File: src/rtl/sat_counter.sv
// Up-counter that sticks at its all-ones value instead of wrapping.
module sat_counter #(
  parameter int WIDTH = 8
) (
  input  logic             clk,
  input  logic             resetn,
  input  logic             inc,
  output logic [WIDTH-1:0] count
);

  logic [WIDTH-1:0] count_q, count_d;

  always_comb begin
    count_d = count_q;
    if (inc && (count_q != '1)) count_d = count_q + WIDTH'(1);
  end

  // NOTE: sequential state uses non-blocking assignments so every register
  // samples the pre-edge values; blocking here would create ordering races.
  always_ff @(posedge clk) begin
    if (!resetn) count_q <= '0;
    else         count_q <= count_d;
  end

  assign count = count_q;

endmodule

File: config.mk
export PLATFORM = sky130hd
export DESIGN_NAME = sat_counter
export DESIGN_NICKNAME = d
export VERILOG_FILES = /design/src/rtl/sat_counter.sv
export SDC_FILE = /design/constraint.sdc
export NUM_CORES = 1
export LEC_CHECK = 0
export ABC_CLOCK_PERIOD_IN_PS = 1600
export BUFFER_PORTS_ARGS = -buffer_cell sky130_fd_sc_hd__buf_2
export CAP_MARGIN = 30
export CORE_AREA = 2 2 39 41
export CTS_CLUSTER_SIZE = 30
export DETAILED_ROUTE_END_ITERATION = 12
export DIE_AREA = 0 0 41 43
export MAX_ROUTING_LAYER = met4
export PLACE_DENSITY_LB_ADDON = 0.08
export SETUP_SLACK_MARGIN = 0.5
export SKIP_LAST_GASP = 1
export SLEW_MARGIN = 0
export SYNTH_ARGS = -nofsm -noshare
export SYNTH_HDL_FRONTEND = slang
export SYNTH_SLANG_ARGS = --single-unit
File: constraint.sdc
create_clock -name clk -period 1.6 [get_ports clk]
set_clock_uncertainty 0.2 [all_clocks]
set_input_delay 0.24 -clock clk [delete_from_list [all_inputs] [get_ports clk]]
set_output_delay 0.24 -clock clk [all_outputs]
set_load 0.01 [all_outputs]
After elaboration in Yosys (flattened, before gate mapping)
Cells that the tools add are included.
{ "word_totals": {"reg_bits": 8, "in_bits": 3, "out_inout_bits": 8} }
{ "op_classes": {"addsub": 1, "eq_ne": 1, "reduce_logical": 1} }
{ "op_table": {"columns": ["op", "n"], "rows": [
  ["adder 8 x 1 -> 8 bit, second input constant", 1],
  ["!= test 8 bit, second input constant", 1],
  ["logical AND 1 bit", 1]
]} }

Depth between registers and ports, before layout
Gate-level depths: netlist of the first run.
{ "logic_depth": {"depth_word": 2, "ltp_mapped": 4, "ltp_nobuf": 4} }

Least setup slack after synthesis of the first run
No wires, ideal clock.
{ "synth_timing": {"path_kind": "register to register", "startpoint": "register count_q[0] (netlist: count[0])", "endpoint": "register count_q[6] (netlist: count[6])", "setup_ns": 0.115, "arrival_ns": 1.308, "required_ns": 1.285, "path_slack_ns": -0.024, "stages_incl_launch_ff": 5, "path_cell_list": "dfxtp_1 > ha_1 > nand3_1 > or4_1 > and3_1"} }
{ "synth_via": {"elab_chain_cells": 2} }
{ "synth_rtl": {"columns": ["element", "line", "source"], "rows": [
  ["from (decl)", "11", "logic [WIDTH-1:0] count_q, count_d;"],
  ["from (signal assigned)", "22", "else count_q <= count_d;"],
  ["branches (longest 2 deep; another with adder 8 x 1 -> 8 bit)", null, null]
]} }
Several ways; the timed one is not identified.
A chain may end at the register's enable or synchronous reset.

Worst setup path in the final report of the first run
{ "layout_timing": {"startpoint": "register count_q[1] (netlist: count[1])", "endpoint": "register count_q[6] (netlist: count[6])"} }
Same word-level chain as after synthesis.

==> reports/results.txt, run 1 <==
Num rows - 14
Maximum VDD drop - 298 uV
#FFs+latches synth - 8
LEAKAGE - 0.271 nW
Crit start category - register
Hold-fix buffers, CTS - 0
Main combinational cell family by area after synthesis - simple AND/OR/NAND/NOR gates
Final hold viol count - 0
Post-synthesis cell count - 47
Gpl congestion - 0.691
Ys flop type - dfxtp_1
Worst Path Arrival - 1390 ps
Sinks on Clock Net - 8
Clk_lat worst skew - 270 ps
Fill cells - 126
Worst Reg-to-Reg Cells - 4
DIE AREA - 0.00176 mm2
Worst Hold Depth - 3
Routed Antenna Nets - 0
FFs w/ async S/R, synth - 0%
Port Buffer Count - 10
Final Instance Area - 682 um2
Initial drt markers - 27
Max_cap viols - 0
Minimum clock period - 1430 ps
Req. time, crit path - 1560 ps
Inserted Diodes - 0
Post-DR wirelength/cell - 13.6 um
Mux cell area share after synthesis - 4.95%
Synth top cells by count - dfxtp_1, nand2_1, a21oi_1
Dominant cell type by area after synthesis - dfxtp_1
Final period utilization - 89.2%
DRT Pass-1 Iters - 4
Rel. slew slack - 86.1%
Starting density of the core - 29.2%
Largest net degree at the start of global routing - 9
Layout Utilization - 49.3%
NumNets Final - 73
Sequential fraction of the synthesis area - 39.6%
Die H - 43 um
Initial antenna violation count - 0
Clock slew at reported path FFs - 60 ps
TritonCTS clock tree - built
I/O pins - 11
Setup CP Type - reg2reg
Hold Crit Class - in2reg
Fin. max-slew vios - 0
Status - finished, final reports clean
Final Setup Violations - 0
Xor and xnor area share after synthesis - 0%
Unrepaired setup endpoints after global routing - yes
DIE WIDTH - 41 um
GRT overflow - 0
Placed Area - 519 um2
Synthesis warning total - 0
Root Buffer - clkbuf_4
Vias in the first global route - 402
EDFF count, synth - 0
Layout Area Growth over Synthesis - 68.7%
Total core area - 0.00138 mm2
Number of flip-flops in the largest register - 8
Share of the synthesized area in the top cell type - 39.6%
Netlist cell types - 22
Fmax - 0.701 GHz
Largest cells by area after synthesis - dfxtp_1, a21oi_1, nand2_1, mux2i_1, nor3_1
First-pass GRT wire length - 1720 um
Post-Synth Adder-Cell Area - 3.10%
WL final - 1140 um
Post-Syn Area - 404 um2
Pwr dens - 638 mW/mm2
Synth Area in Compound Gates - 23.2%
Least-Margin Pin Slew - 208 ps
Post-synthesis simple-gate area fraction - 26.0%
Via count - 466
CTS H-tree lvls - 1
CTS buffer count - 3
Vias per cell - 5.55
Total GRT Usage - 15.3%
Post-synthesis area per instance - 8.60 um2
Layout cells sized above 1 - 58.8%
CP Max Fanout - 4
Syn nets - 51
Final TNS setup - 0 ps
CP Capture Type - register
Most common cell in the netlist - dfxtp_1
CTS Buffer Depth - 2
# DRC - 0
==> cells in the final DEF (no fill, tap or decap), drive strengths merged, types with 2 or more instances in the layout <==
cell / instances
inv: 2
clkbuf: 4
and3: 2
nand3: 2
a21boi: 2
dfxtp: 8
a211oi: 2
nand2: 6
o21bai: 2
nand4: 2
buf: 18
and4: 2
nor3: 3
mux2i: 2
a21oi: 5
==> power breakdown <==
group / internal [W] / switching [W]
registers: 0.000196 / 0.00000563
clock network: 0.0000964 / 0.0000840
logic: 0.0000281 / 0.0000248
==> area by class of cell <==
type                            instances  area, um2  area share (%)
Tap cell                               16       20.0            2.94
Multi-Input combinational cell         36        293            42.9
Timing Repair Buffer                   18        148            21.7
Sequential cell                         8        188            27.5
Inverter                                2       7.51            1.10
Clock buffer                            4       26.3            3.85
==> repair_timing <==
| item | CTS | global route |
|---|---|---|
| cloned | 0 | 0 |
| endpoints found under the setup margin | 16 | 16 |
| buffers inserted | 6 | 2 |
| pin swaps | 3 | 2 |
| gates resized for setup | 6 | 11 |
==> stage by stage <==
step,hold slack [ps],instances,total power [W],worst slack (ps)
final,83.8,84,0.000435,173
after global routing,92.5,84,0.000456,138
after CTS,90.9,82,0.000436,178
after detailed placement,259,72,0.000247,159
after global placement,258,72,0.000247,166
after floorplan,173,47,0.000231,174
==> kinds of logic (layout without fill, tap and decap cells) <==
family,count (synthesis),after routing
flops,8,8
mux,2,2
compound gates,14,14
buf+inv,3,24
simple gates,19,19
fa+ha+maj,1,1
==> metal layers <==
| metal | vias up | wire [um] | GRT usage, % |
|---|---|---|---|
| met1 | 222 | 494 | 18.6 |
| met4 | 0 | 26 | 10.0 |
| li1 | 223 | - | - |
| met3 | 4 | 59 | 4.71 |
| met2 | 17 | 560 | 20.9 |
| met5 | - | 0 | - |
==> final timing paths <==
| kind | slack (ps) | from | end |
|---|---|---|---|
| worst max-delay path | 170 | count[1]$_SDFFE_PN0P_ | count[6]$_SDFFE_PN0P_ |
| worst min register to register | 270 | count[5]$_SDFFE_PN0P_ | count[5]$_SDFFE_PN0P_ |
| worst min-delay path | 80 | resetn | count[3]$_SDFFE_PN0P_ |
| worst max register to register | 170 | count[1]$_SDFFE_PN0P_ | count[6]$_SDFFE_PN0P_ |
==> critical path, stage by stage, from the launching register on <==
cell	delay [ps]
dfxtp_4	350
ha_4	160
nand3_4	80
or4_1	380
and3_1	150
No activity file was read; power rests on OpenSTA's default activity.
==> run 2, diff against run 1 <==
- SETUP_SLACK_MARGIN: 0.5 -> not set
==> run 2 against run 1 <==
Critical path depth is the same. Sequential share of layout area grew 4.0 points. Clock power shrank 15%. Routed wire length shrank 21%. Core utilization shrank 11 points. Largest power group unchanged. Highest routed layer unchanged.
==> reports/results.txt, run 2 (same netlist as run 1, synthesis figures left out) <==
Status - finished, final reports clean
Port Buffer Count - 10
Worst Reg-to-Reg Cells - 4
Area of the multi-input gates - 244 um2
Layout cells sized above 1 - 32.8%
Root Buffer - clkbuf_4
Rel. slew slack - 85.2%
DP Worst Slack - 4.70 ps
Minimum clock period - 1540 ps
Routed Antenna Nets - 0
CTS H-tree lvls - 1
Fill cells - 147
Inserted Diodes - 0
Number of flip-flops in the largest register - 8
First-pass GRT wire length - 1500 um
Crit start category - register
Final hold viol count - 0
Reg-to-Reg End - count[6]$_SDFFE_PN0P_
Num rows - 14
Total power - 0.000398 W
CP Capture Type - register
LEAKAGE - 0.222 nW
Clock slew at reported path FFs - 50 ps
Reg2reg start - count[0]$_SDFFE_PN0P_
Detailed Place HPWL - 695 um
DRT Pass-1 Iters - 4
Req. time, crit path - 1550 ps
Initial antenna violation count - 0
Final Instance Area - 524 um2
WL final - 895 um
CP Max Fanout - 6
DIE AREA - 0.00176 mm2
Pwr dens - 759 mW/mm2
Worst Slack Setup Final - 64.8 ps
Fin. max-slew vios - 0
Worst Path Arrival - 1480 ps
Total GRT Usage - 13.3%
Placed Area - 489 um2
Worst Setup EP - count[6]$_SDFFE_PN0P_
NumNets Final - 67
TritonCTS clock tree - built
Post-DR wirelength/cell - 11.6 um
Most frequent cells in the layout - buf_2, nand2_1, dfxtp_1
Hold-fix buffers, CTS - 0
Initial drt markers - 7
DIE WIDTH - 41 um
Final TNS setup - 0 ps
Sinks on Clock Net - 8
Hold Crit Class - in2reg
Least-Margin Pin Slew - 222 ps
Vias per cell - 5.31
Setup crit start - count[0]$_SDFFE_PN0P_
Via count - 409
Largest net degree at the start of global routing - 9
Hold slack - 105 ps
Sequential Area - 165 um2
Starting density of the core - 29.2%
CTS Buffer Depth - 2
Gpl congestion - 0.695
CTS buffer count - 3
# DRC - 0
Total core area - 0.00138 mm2
Most common cell after layout, fill and taps aside - buf_2
I/O pins - 11
GRT overflow - 0
Final period utilization - 95.9%
Setup CP Type - reg2reg
Maximum VDD drop - 257 uV
Die H - 43 um
Clk_lat worst skew - 250 ps
Unrepaired setup endpoints after global routing - no
Fmax - 0.651 GHz
Final Setup Violations - 0
R2r setup slk - 60 ps
Layout Area Growth over Synthesis - 29.7%
Max_cap viols - 0
Vias in the first global route - 354
==> run 2: cell types whose count changed in the layout (fill, tap and decap cells not counted), moves of 3 or more <==
cell / before / now
buf_2: 4 / 10
buf_4: 8 / 2
buf_6: 6 / 0
dfxtp_1: 0 / 6
dfxtp_4: 7 / 1
a21oi_1: 2 / 5
a21oi_2: 3 / 0
==> run 2: what timing repair did <==
action | 4_1_cts | 5_1_grt
buffers inserted | 0 | 0
gates resized for setup | 1 | 1
setup endpoints to repair | 1 | 1
==> run 2: metrics by stage <==
stage | std cells | utilization (%)
after floorplan | 47 | -
after global placement | 74 | 35.4
after detailed placement | 74 | 35.4
after CTS | 77 | 37.7
after global routing | 77 | 37.9
final | 77 | 37.9
==> run 2: worst min-delay path by stage <==
stage,startpoint,to,slack [ps],cells past startpoint
after floorplan,resetn,count[1]$_SDFFE_PN0P_,180,2
after global placement,count[1]$_SDFFE_PN0P_,count[1]$_SDFFE_PN0P_,270,2
after detailed placement,count[1]$_SDFFE_PN0P_,count[1]$_SDFFE_PN0P_,280,2
after CTS,resetn,count[1]$_SDFFE_PN0P_,110,3
after global routing,resetn,count[1]$_SDFFE_PN0P_,120,3
final,resetn,count[1]$_SDFFE_PN0P_,100,3
==> run 2: critical path, cell delays in order, from the launching register on <==
cell and delay [ps]:
dfxtp_4 380, ha_4 150, nand3_1 110, or4_1 400, and3_1 180
==> run 2: power breakdown <==
part           switching [W]  internal (W)
logic              0.0000164     0.0000145
clock network      0.0000672     0.0000857
registers         0.00000875      0.000205
==> run 2: area by class of cell <==
cell class	instances	area share (%)
clock buffer	3	4.30
inverter	2	1.43
multi-input combinational	36	46.5
sequential	8	31.5
tap	16	3.82
timing repair buffer	12	12.4
==> run 2: routing by layer <==
metal / global-route usage, % / up-vias / part of all wire, % / routed length (um)
li1: - / 208 / - / -
met1: 17.1 / 186 / 47 / 421
met2: 17.2 / 11 / 44 / 392
met3: 4.71 / 4 / 6.9 / 62
met4: 8.00 / 0 / 2.1 / 19
met5: - / - / 0 / 0
==> run 3, diff against run 2 <==
==> constraint.sdc (replaced) <==
create_clock -name clk -period 1.6 [get_ports clk]
set_clock_uncertainty 0.2 [all_clocks]
set_input_delay 0.08 -clock clk [delete_from_list [all_inputs] [get_ports clk]]
set_output_delay 0.08 -clock clk [all_outputs]
set_load 0.01 [all_outputs]
==> run 3 against run 2 <==
Final area rose by 3.8%. Die area unchanged. Worst setup slack about the same. Clock power about the same. Routed wire length is 0.45% higher. Power rose by 0.91%.
==> reports/results.txt, run 3 (same netlist as run 1, synthesis figures left out) <==
Postcts setup bufs - 0
Most frequent cells in the layout - buf_2, nand2_1, dfxtp_1
Max_cap viols - 0
DIE AREA - 0.00176 mm2
Number of flip-flops in the largest register - 8
Unrepaired setup endpoints after global routing - no
Vias per cell - 5.25
Final TNS setup - 0 ps
Clock slew at reported path FFs - 50 ps
Reg-to-Reg End - count[6]$_SDFFE_PN0P_
Hold Crit Class - reg2reg
Post-DR wirelength/cell - 11.4 um
Root Buffer - clkbuf_4
Slowest CP cell - or4_1
DRT Pass-1 Iters - 4
Worst Path Arrival - 1480 ps
Flop pwr share - 53.3%
CP bufs+invs - 0
CTS Buffer Depth - 2
Vias in the first global route - 354
Gpl congestion - 0.695
R2r setup slk - 70 ps
Starting density of the core - 29.2%
Routed Antenna Nets - 0
WL final - 899 um
Most common cell after layout, fill and taps aside - buf_2
Setup crit start - count[0]$_SDFFE_PN0P_
Min-Delay Endpoint - count[1]$_SDFFE_PN0P_
Crit start category - register
Hold Startpoint - count[1]$_SDFFE_PN0P_
# DRC - 0
Worst Hold Depth - 2
LEAKAGE - 0.230 nW
CP Capture Type - register
Port Buffer Count - 10
CTS H-tree lvls - 1
Clock network fraction of design power - 38.1%
Final hold viol count - 0
Largest net degree at the start of global routing - 9
Fmax - 0.652 GHz
Minimum clock period - 1530 ps
Layout cells sized above 1 - 31.7%
First-pass GRT wire length - 1500 um
Total GRT Usage - 13.3%
Initial drt markers - 7
Fin. max-slew vios - 0
CP Max Fanout - 6
CP max stage delay - 400 ps
Worst Reg-to-Reg Cells - 4
Sinks on Clock Net - 8
Maximum VDD drop - 257 uV
Setup CP Type - reg2reg
DIE WIDTH - 41 um
Sw Ratio - 23.1%
Status - finished, final reports clean
Rel. slew slack - 85.2%
Total core area - 0.00138 mm2
Final Setup Violations - 0
Initial antenna violation count - 0
NumNets Final - 69
Delay-heaviest family, CP - simple AND/OR/NAND/NOR gates
Die H - 43 um
Worst Slack Setup Final - 65.1 ps
Layout Area Growth over Synthesis - 34.7%
Num rows - 14
Via count - 415
Pwr dens - 738 mW/mm2
Reg2reg start - count[0]$_SDFFE_PN0P_
Worst path cell trace - ha_4 -> nand3_1 -> or4_1 -> and3_1
Req. time, crit path - 1550 ps
Least-Margin Pin Slew - 222 ps
Inserted Diodes - 0
CTS buffer count - 3
Layout Utilization - 39.3%
TritonCTS clock tree - built
I/O pins - 11
Comb pwr share - 8.6%
Clk_lat worst skew - 250 ps
DP Worst Slack - 4.70 ps
Detailed Place HPWL - 695 um
Final period utilization - 95.9%
NetSw - 0.0000928 W
GRT overflow - 0
Internal - 0.000309 W
[run 3: changes by cell type in the layout (fill, tap and decap cells not counted)]
cell,previous run,this run
dlygate4sd3_1,0,2
[run 3: power by group through the flow]
stage / Combinational, W / Clock, W / Sequential, W
final: 0.0000345 / 0.000153 / 0.000214
after global placement: 0.0000317 / 0 / 0.000216
after global routing: 0.0000386 / 0.000175 / 0.000215
after CTS: 0.0000350 / 0.000158 / 0.000214
after floorplan: 0.0000141 / 0 / 0.000218
after detailed placement: 0.0000300 / 0 / 0.000217
[run 3: worst max path at each step]
stage | end | slack (ps) | depth (start not counted)
final | count[6]$_SDFFE_PN0P_ | 70 | 4
after global routing | count[6]$_SDFFE_PN0P_ | 10 | 4
after CTS | count[6]$_SDFFE_PN0P_ | 40 | 4
after detailed placement | count[6]$_SDFFE_PN0P_ | 5 | 4
after global placement | count[6]$_SDFFE_PN0P_ | 50 | 4
after floorplan | count[6]$_SDFFE_PN0P_ | 60 | 4
[run 3: per-layer routing]
layer	wire length [um]	vias up	track usage (%)
li1	-	212	-
met1	426	188	17.1
met5	0	-	-
met2	394	11	17.2
met3	59	4	4.71
met4	19	0	8.00
[run 3: area by class of cell]
type | instances | area (um2)
fillers | 145 | 840
clock buffers | 3 | 22.5
well taps | 16 | 20.0
flip-flops and latches | 8 | 165
repair buffers | 14 | 85.1
inverters | 2 | 7.51
multi-input cells | 36 | 244
[run 3: repair_timing]
| item | CTS | global route |
|---|---|---|
| endpoints found under the hold margin | 6 | 0 |
| endpoints found under the setup margin | 1 | 1 |
| hold buffers | 2 | 0 |
| resized for setup | 1 | 1 |
| pin swaps | 0 | 0 |
[run 3: worst min-delay path, cell delays in order, from the launching register on]
cell and delay [ps]:
dfxtp_2 340, nand2_1 60, mux2i_1 50
[run 3: metrics by stage]
| step | cells | power (W) | cell area [um2] | hold WS [ps] |
|---|---|---|---|---|
| after floorplan | 47 | 0.000232 | 409 | 18.8 |
| after global placement | 74 | 0.000247 | 489 | 213 |
| after detailed placement | 74 | 0.000247 | 489 | 214 |
| after CTS | 79 | 0.000407 | 542 | 298 |
| after global routing | 79 | 0.000429 | 544 | 327 |
| final | 79 | 0.000401 | 544 | 295 |
